### src/rtl/boc_code_gen.sv
// boc_code_gen
//   Local replica generator for the B1 tracking channel. Produces one local
//   BOC(1,1) sample per clock together with code-period markers for the
//   correlation accumulator. The code is the 2046-chip truncated B1 Gold code
//   (G1 and G2 11-stage LFSRs, G2 phase chosen by a tap pair). The chip rate
//   comes from a code NCO, and the subcarrier is the NCO phase MSB.
//
// Ports
//   rx_clk       sample clock
//   rx_rst       synchronous active-low reset
//   rx_start     pulse: reload LFSRs, clear NCO and chip count, enter RUN
//   rx_stop      pulse: return to IDLE (rx_start has priority)
//   rx_code_fcw  code NCO frequency word; a chip advances on phase carry-out
//   rx_g2_tap_a  first G2 output tap, stage 1..11 (other values contribute 0)
//   rx_g2_tap_b  second G2 output tap, stage 1..11
//   tx_valid     high while outputs carry live samples
//   tx_loc_boc   local BOC sample, 1 = +1, 0 = -1
//   tx_prn_sop   first sample of a code period
//   tx_prn_eop   last sample of a code period
//   tx_chip_idx  chip index of the emitted sample, 0..CODE_LEN-1
module boc_code_gen #(
  parameter int unsigned NCO_WIDTH = 32,
  parameter int unsigned CODE_LEN  = 2046,
  parameter logic [10:0] G1_INIT   = 11'b01010101010,
  parameter logic [10:0] G2_INIT   = 11'b01010101010
) (
  input  logic                 rx_clk,
  input  logic                 rx_rst,
  input  logic                 rx_start,
  input  logic                 rx_stop,
  input  logic [NCO_WIDTH-1:0] rx_code_fcw,
  input  logic [3:0]           rx_g2_tap_a,
  input  logic [3:0]           rx_g2_tap_b,
  output logic                 tx_valid,
  output logic                 tx_loc_boc,
  output logic                 tx_prn_sop,
  output logic                 tx_prn_eop,
  output logic [10:0]          tx_chip_idx
);

  localparam logic [10:0] LAST_IDX = 11'(CODE_LEN - 1);
  // Feedback stage masks, stage1 in bit0.
  localparam logic [10:0] G1_FB_MASK = 11'b11111000001; // stages 1,7,8,9,10,11
  localparam logic [10:0] G2_FB_MASK = 11'b10110011111; // stages 1,2,3,4,5,8,9,11

  typedef enum logic {
    IDLE,
    RUN
  } state_t;

  state_t               state, state_nxt;
  logic [NCO_WIDTH-1:0] phase, phase_nxt;
  logic [10:0]          chip_idx, chip_idx_nxt;
  logic [10:0]          g1, g1_nxt;
  logic [10:0]          g2, g2_nxt;
  logic                 new_chip, new_chip_nxt;

  // Working values for the current step (register contents or load values).
  logic [NCO_WIDTH-1:0] cur_phase;
  logic [10:0]          cur_idx;
  logic [10:0]          cur_g1;
  logic [10:0]          cur_g2;
  logic                 cur_new;
  logic                 run_step;
  logic [NCO_WIDTH:0]   phase_sum;
  logic                 carry;
  logic                 chip;

  logic                 valid_nxt;
  logic                 boc_nxt;
  logic                 sop_nxt;
  logic                 eop_nxt;
  logic [10:0]          idx_out_nxt;

  function automatic logic tap_bit(input logic [10:0] g, input logic [3:0] tap);
    logic b;
    b = 1'b0;
    for (int unsigned i = 0; i < 11; i++) begin
      if (tap == 4'(i + 1)) b = g[i];
    end
    return b;
  endfunction

  always_ff @(posedge rx_clk) begin
    if (!rx_rst) begin
      state       <= IDLE;
      phase       <= '0;
      chip_idx    <= '0;
      g1          <= G1_INIT;
      g2          <= G2_INIT;
      new_chip    <= 1'b0;
      tx_valid    <= 1'b0;
      tx_loc_boc  <= 1'b0;
      tx_prn_sop  <= 1'b0;
      tx_prn_eop  <= 1'b0;
      tx_chip_idx <= '0;
    end else begin
      state       <= state_nxt;
      phase       <= phase_nxt;
      chip_idx    <= chip_idx_nxt;
      g1          <= g1_nxt;
      g2          <= g2_nxt;
      new_chip    <= new_chip_nxt;
      tx_valid    <= valid_nxt;
      tx_loc_boc  <= boc_nxt;
      tx_prn_sop  <= sop_nxt;
      tx_prn_eop  <= eop_nxt;
      tx_chip_idx <= idx_out_nxt;
    end
  end

  always_comb begin
    state_nxt    = state;
    phase_nxt    = phase;
    chip_idx_nxt = chip_idx;
    g1_nxt       = g1;
    g2_nxt       = g2;
    new_chip_nxt = new_chip;
    valid_nxt    = 1'b0;
    boc_nxt      = 1'b0;
    sop_nxt      = 1'b0;
    eop_nxt      = 1'b0;
    idx_out_nxt  = '0;

    // A start folds the load into the same edge as the first step, so the
    // first live sample (chip 0, phase 0) appears one cycle after the start
    // edge and a restart from RUN leaves no gap.
    cur_phase = rx_start ? '0      : phase;
    cur_idx   = rx_start ? '0      : chip_idx;
    cur_g1    = rx_start ? G1_INIT : g1;
    cur_g2    = rx_start ? G2_INIT : g2;
    cur_new   = rx_start ? 1'b1    : new_chip;

    run_step  = rx_start || ((state == RUN) && !rx_stop);

    phase_sum = {1'b0, cur_phase} + {1'b0, rx_code_fcw};
    carry     = phase_sum[NCO_WIDTH];
    chip      = cur_g1[10] ^ tap_bit(cur_g2, rx_g2_tap_a) ^ tap_bit(cur_g2, rx_g2_tap_b);

    if (rx_start) begin
      state_nxt = RUN;
    end else if (rx_stop) begin
      state_nxt = IDLE;
    end

    if (run_step) begin
      valid_nxt    = 1'b1;
      boc_nxt      = chip ^ cur_phase[NCO_WIDTH-1];
      // cur_new marks a chip not yet emitted, so sop fires once per period
      // even when the NCO is frozen.
      sop_nxt      = cur_new && (cur_idx == '0);
      eop_nxt      = carry && (cur_idx == LAST_IDX);
      idx_out_nxt  = cur_idx;

      phase_nxt    = phase_sum[NCO_WIDTH-1:0];
      new_chip_nxt = carry;
      chip_idx_nxt = cur_idx;
      g1_nxt       = cur_g1;
      g2_nxt       = cur_g2;

      if (carry) begin
        if (cur_idx == LAST_IDX) begin
          // Reload truncates the 2047-chip sequence to CODE_LEN chips.
          chip_idx_nxt = '0;
          g1_nxt       = G1_INIT;
          g2_nxt       = G2_INIT;
        end else begin
          chip_idx_nxt = cur_idx + 11'd1;
          g1_nxt       = {cur_g1[9:0], ^(cur_g1 & G1_FB_MASK)};
          g2_nxt       = {cur_g2[9:0], ^(cur_g2 & G2_FB_MASK)};
        end
      end
    end
  end

endmodule

### config.mk
export PLATFORM = sky130hd
export DESIGN_NAME = boc_code_gen
export DESIGN_NICKNAME = d
export VERILOG_FILES = /design/src/rtl/boc_code_gen.sv
export SDC_FILE = /design/constraint.sdc
export NUM_CORES = 1
export LEC_CHECK = 0
export ABC_AREA = 0
export CAP_MARGIN = 20
export CORE_UTILIZATION = 25
export DETAILED_ROUTE_END_ITERATION = 7
export GPL_TIMING_DRIVEN = 0
export SYNTH_ARGS = -nofsm -noshare
export SYNTH_HDL_FRONTEND = slang
export SYNTH_SLANG_ARGS = --single-unit
export TNS_END_PERCENT = 1
### constraint.sdc
create_clock -name rx_clk -period 6.43 [get_ports rx_clk]
set_input_delay 1.286 -clock rx_clk [delete_from_list [all_inputs] [get_ports rx_clk]]
set_output_delay 1.286 -clock rx_clk [all_outputs]
set_load 0.01 [all_outputs]
==> out/qor.txt <==
Hold slack = 468.6 ps
Vias in the first global route = 4627
Core area = 21020 um^2
Width of the die = 148.5 um
DR WL/cell = 14.73 um
Gpl congestion = 0.8413
Setup_tns = 0 ps
Vias = 4933
Simple-gate portion of the synthesized area = 23.29%
Final net count = 798
Final instance area = 6571 um^2
Total CTS buffers = 9
Cell area power density = 203.2 nW/um^2
Main combinational cell family by area after synthesis = compound AO/OA/AOI/OAI gates
RSZ-0062 raised after global routing = no
DRC = 0
H-Tree Depth = 3
Top FF cell, synth = dfxtp_1
Critical Path Fanout Max = 10
Most common cell after layout, fill and taps aside = dfxtp_1
Xor-xnor portion of the synthesized cell area = 6.370%
Fmax achieved = 0.1649 GHz
Final std cells w/o fill = 998
Worst EP required = 6720 ps
Starting Density = 25.51%
Worst min-delay path class = reg2reg
Netlist Area Pre-Place = 5363 um^2
Synth Area in Compound Gates = 26.48%
Peak supply drop = 0.0001251 V
Post-synthesis mux area share = 0.9333%
Die height = 148.5 um
# diodes = 0
Die ar. = 22040 um^2
Mean post-synth cell area = 8.263 um^2
Final period demand of the worst path = 6064 ps
Drt total wl = 14.70 mm
Cell mode on critical path = clkbuf_1
Pins Over Slew Limit = 0
Clock sinks = 82
Tot Pwr = 1.336 mW
Initial antenna violation count = 0
CP bufs+invs = 6
Critical path's largest stage delay = 600 ps
Largest net degree at the start of global routing = 16
Synthesis Warnings = 0
CTS tree = yes
Sequential fraction of the synthesis area = 30.61%
Clock-pin slew on the worst setup and hold paths = 70 ps
Setup Skew = 9.108 ps
Placed cell areas = 6277 um^2
Cell Rows = 53
Synth unique cells = 75
Final setup violation count = 0
Adder-Cell Fraction of Synth Area = 8.539%
Period utilization = 94.30%
First-pass GRT wire length = 24.09 mm
CP Capture Type = register
Type of origin of the critical path = input port
Max_slew headroom = 48.51%
Layout cells sized above 1 = 5.947%
Largest delay share family, worst path = buffers and inverters
Slew @ Worst Pin = 772.4 ps
Antenna-violating nets left = 0
Ys async rst share = 0%
Max Cap Viol = 0
# hold bufs at CTS = 0
Detailed Place HPWL = 10.78 mm
Boundary Pins = 59
Final Hold Fails = 0
Syn nets = 729
Synthesized flop and latch total = 82
Placed instance count = 981
Pre-antenna DRT Iters = 4
Overflow after GRT = 0
Area growth syn-to-layout = 22.54%
Initial drt markers = 288
Setup Crit Path Kind = in2reg
Post-synth EDFFs = 0
DR vias/cell = 4.943
Synth Instances = 649
Leak = 2.554 nW
Slowest CP cell = clkdlybuf4s50_1
Commonest non-fill, non-tap cells in the layout = dfxtp_1, clkdlybuf4s50_1, nor2_1, nor2b_1, nand2_1
Status = finished clean
Clk buf depth = 2
Latest clock arrival within the worst-skew pair = 350 ps
Critical path cell sequence = clkdlybuf4s50_1 -> clkbuf_1 -> clkbuf_1 -> clkbuf_2 -> clkbuf_1 -> nor2b_1 -> ha_1 -> nand4_1 -> nor3_1 -> o2111ai_2 -> a211oi_2 -> or4_4 -> o21ai_4 -> nor3_2 -> clkbuf_1 -> o21ai_0 -> o21ai_1
CTS Root Buffer Type = clkbuf_16
Tot GR Track Use = 13.93%
Port buffer count = 57
Data arrival, critical path = 6350 ps
power by group:
part	switching, mW	total, mW	internal (mW)
logic	0.158	0.295	0.137
registers	0.00927	0.544	0.535
clock network	0.232	0.497	0.264
total	0.400	1.34	0.936
synth_stat cells (all sizes together) (9+ instances only):
master,count,area share (%)
a21oi,40,3.7
clkbuf,25,1.8
nor2,55,4.0
a21o,15,2.1
xor2,12,2.0
a22o,16,2.6
a211oi,9,1.4
inv,15,1.0
and2,12,1.4
o21ai,44,4.3
nand2,44,3.2
o2bb2ai,10,1.6
ha,35,8.2
nor2b,43,5.0
dfxtp,82,31
nand3,13,1.2
a2bb2oi,9,1.5
nand2b,23,2.7
nor3,11,1.1
xnor2,27,4.4
per-layer routing:
| layer | global-route usage, % | vias up | share of wire (%) |
|---|---|---|---|
| li1 | - | 2500 | - |
| met1 | 19.01 | 2332 | 50 |
| met2 | 22.20 | 93 | 46 |
| met3 | 2.423 | 8 | 3.7 |
| met4 | 4.278 | 0 | 0.97 |
| met5 | 0 | - | 0 |
path summary, 6_finish.rpt:
kind                               start      to  slack, ps  depth (start not counted)
worst max-delay path            rx_start   g2[4]        370                         17
worst min-delay path               g1[4]   g1[4]        470                          1
worst max register to register  phase[0]  g1[10]       2850                         13
worst min register to register     g1[4]   g1[4]        470                          1
cell families (layout without fill, tap and decap cells):
kind of cell,count (synthesis),count (layout)
DFF,82,82
muxes,5,5
xor gates and xnor gates,39,39
buffers and inverters,48,122
AOI/OAI and AO/OA,202,202
adders and majority gates,36,36
and+or+nand+nor,237,237
sequential cells by signal, summed over array words and instances (netlist names):
signal	cells
state	1
chip_idx	11
g1	11
tx_valid	1
tx_prn_sop	1
phase	32
tx_prn_eop	1
tx_loc_boc	1
g2	11
new_chip	1
tx_chip_idx	11
worst reg2reg max path, cell delays in order, from the launching register on:
cell       delay, ps
dfxtp_1          300
nor2b_1          130
ha_1             260
fa_1             440
a211oi_2         300
nor3_2           130
o2111ai_2        310
a211oi_2         140
or4_4            500
o21ai_4          230
buf_4            220
nor2_1           100
nor2_4           290
o2bb2ai_1        150
repair_timing:
| action | 4_1_cts | 5_1_grt |
|---|---|---|
| buffers inserted | 0 | 0 |
| endpoints found under the hold margin | 0 | 0 |
| setup endpoints to repair | 1 | 21 |
| gates resized for setup | 1 | 5 |
metrics by stage:
| stage | util (%) | setup WS (ps) |
|---|---|---|
| after floorplan | - | 1590 |
| after global placement | 29.86 | -414.9 |
| after detailed placement | 29.86 | -352.9 |
| after CTS | 31.19 | 18.94 |
| after global routing | 31.26 | 37.88 |
| final | 31.26 | 366.3 |
cell type report:
cell class,count,area [um^2]
fill,2279,14450
multi-input combinational,519,3523
sequential,82,1642
timing repair buffer,58,578.1
tap,275,344.1
clock buffer,9,225.2
buffer,33,150.1
inverter,15,56.30
clock inverter,7,52.55
Power figures use the tool's default switching activity.
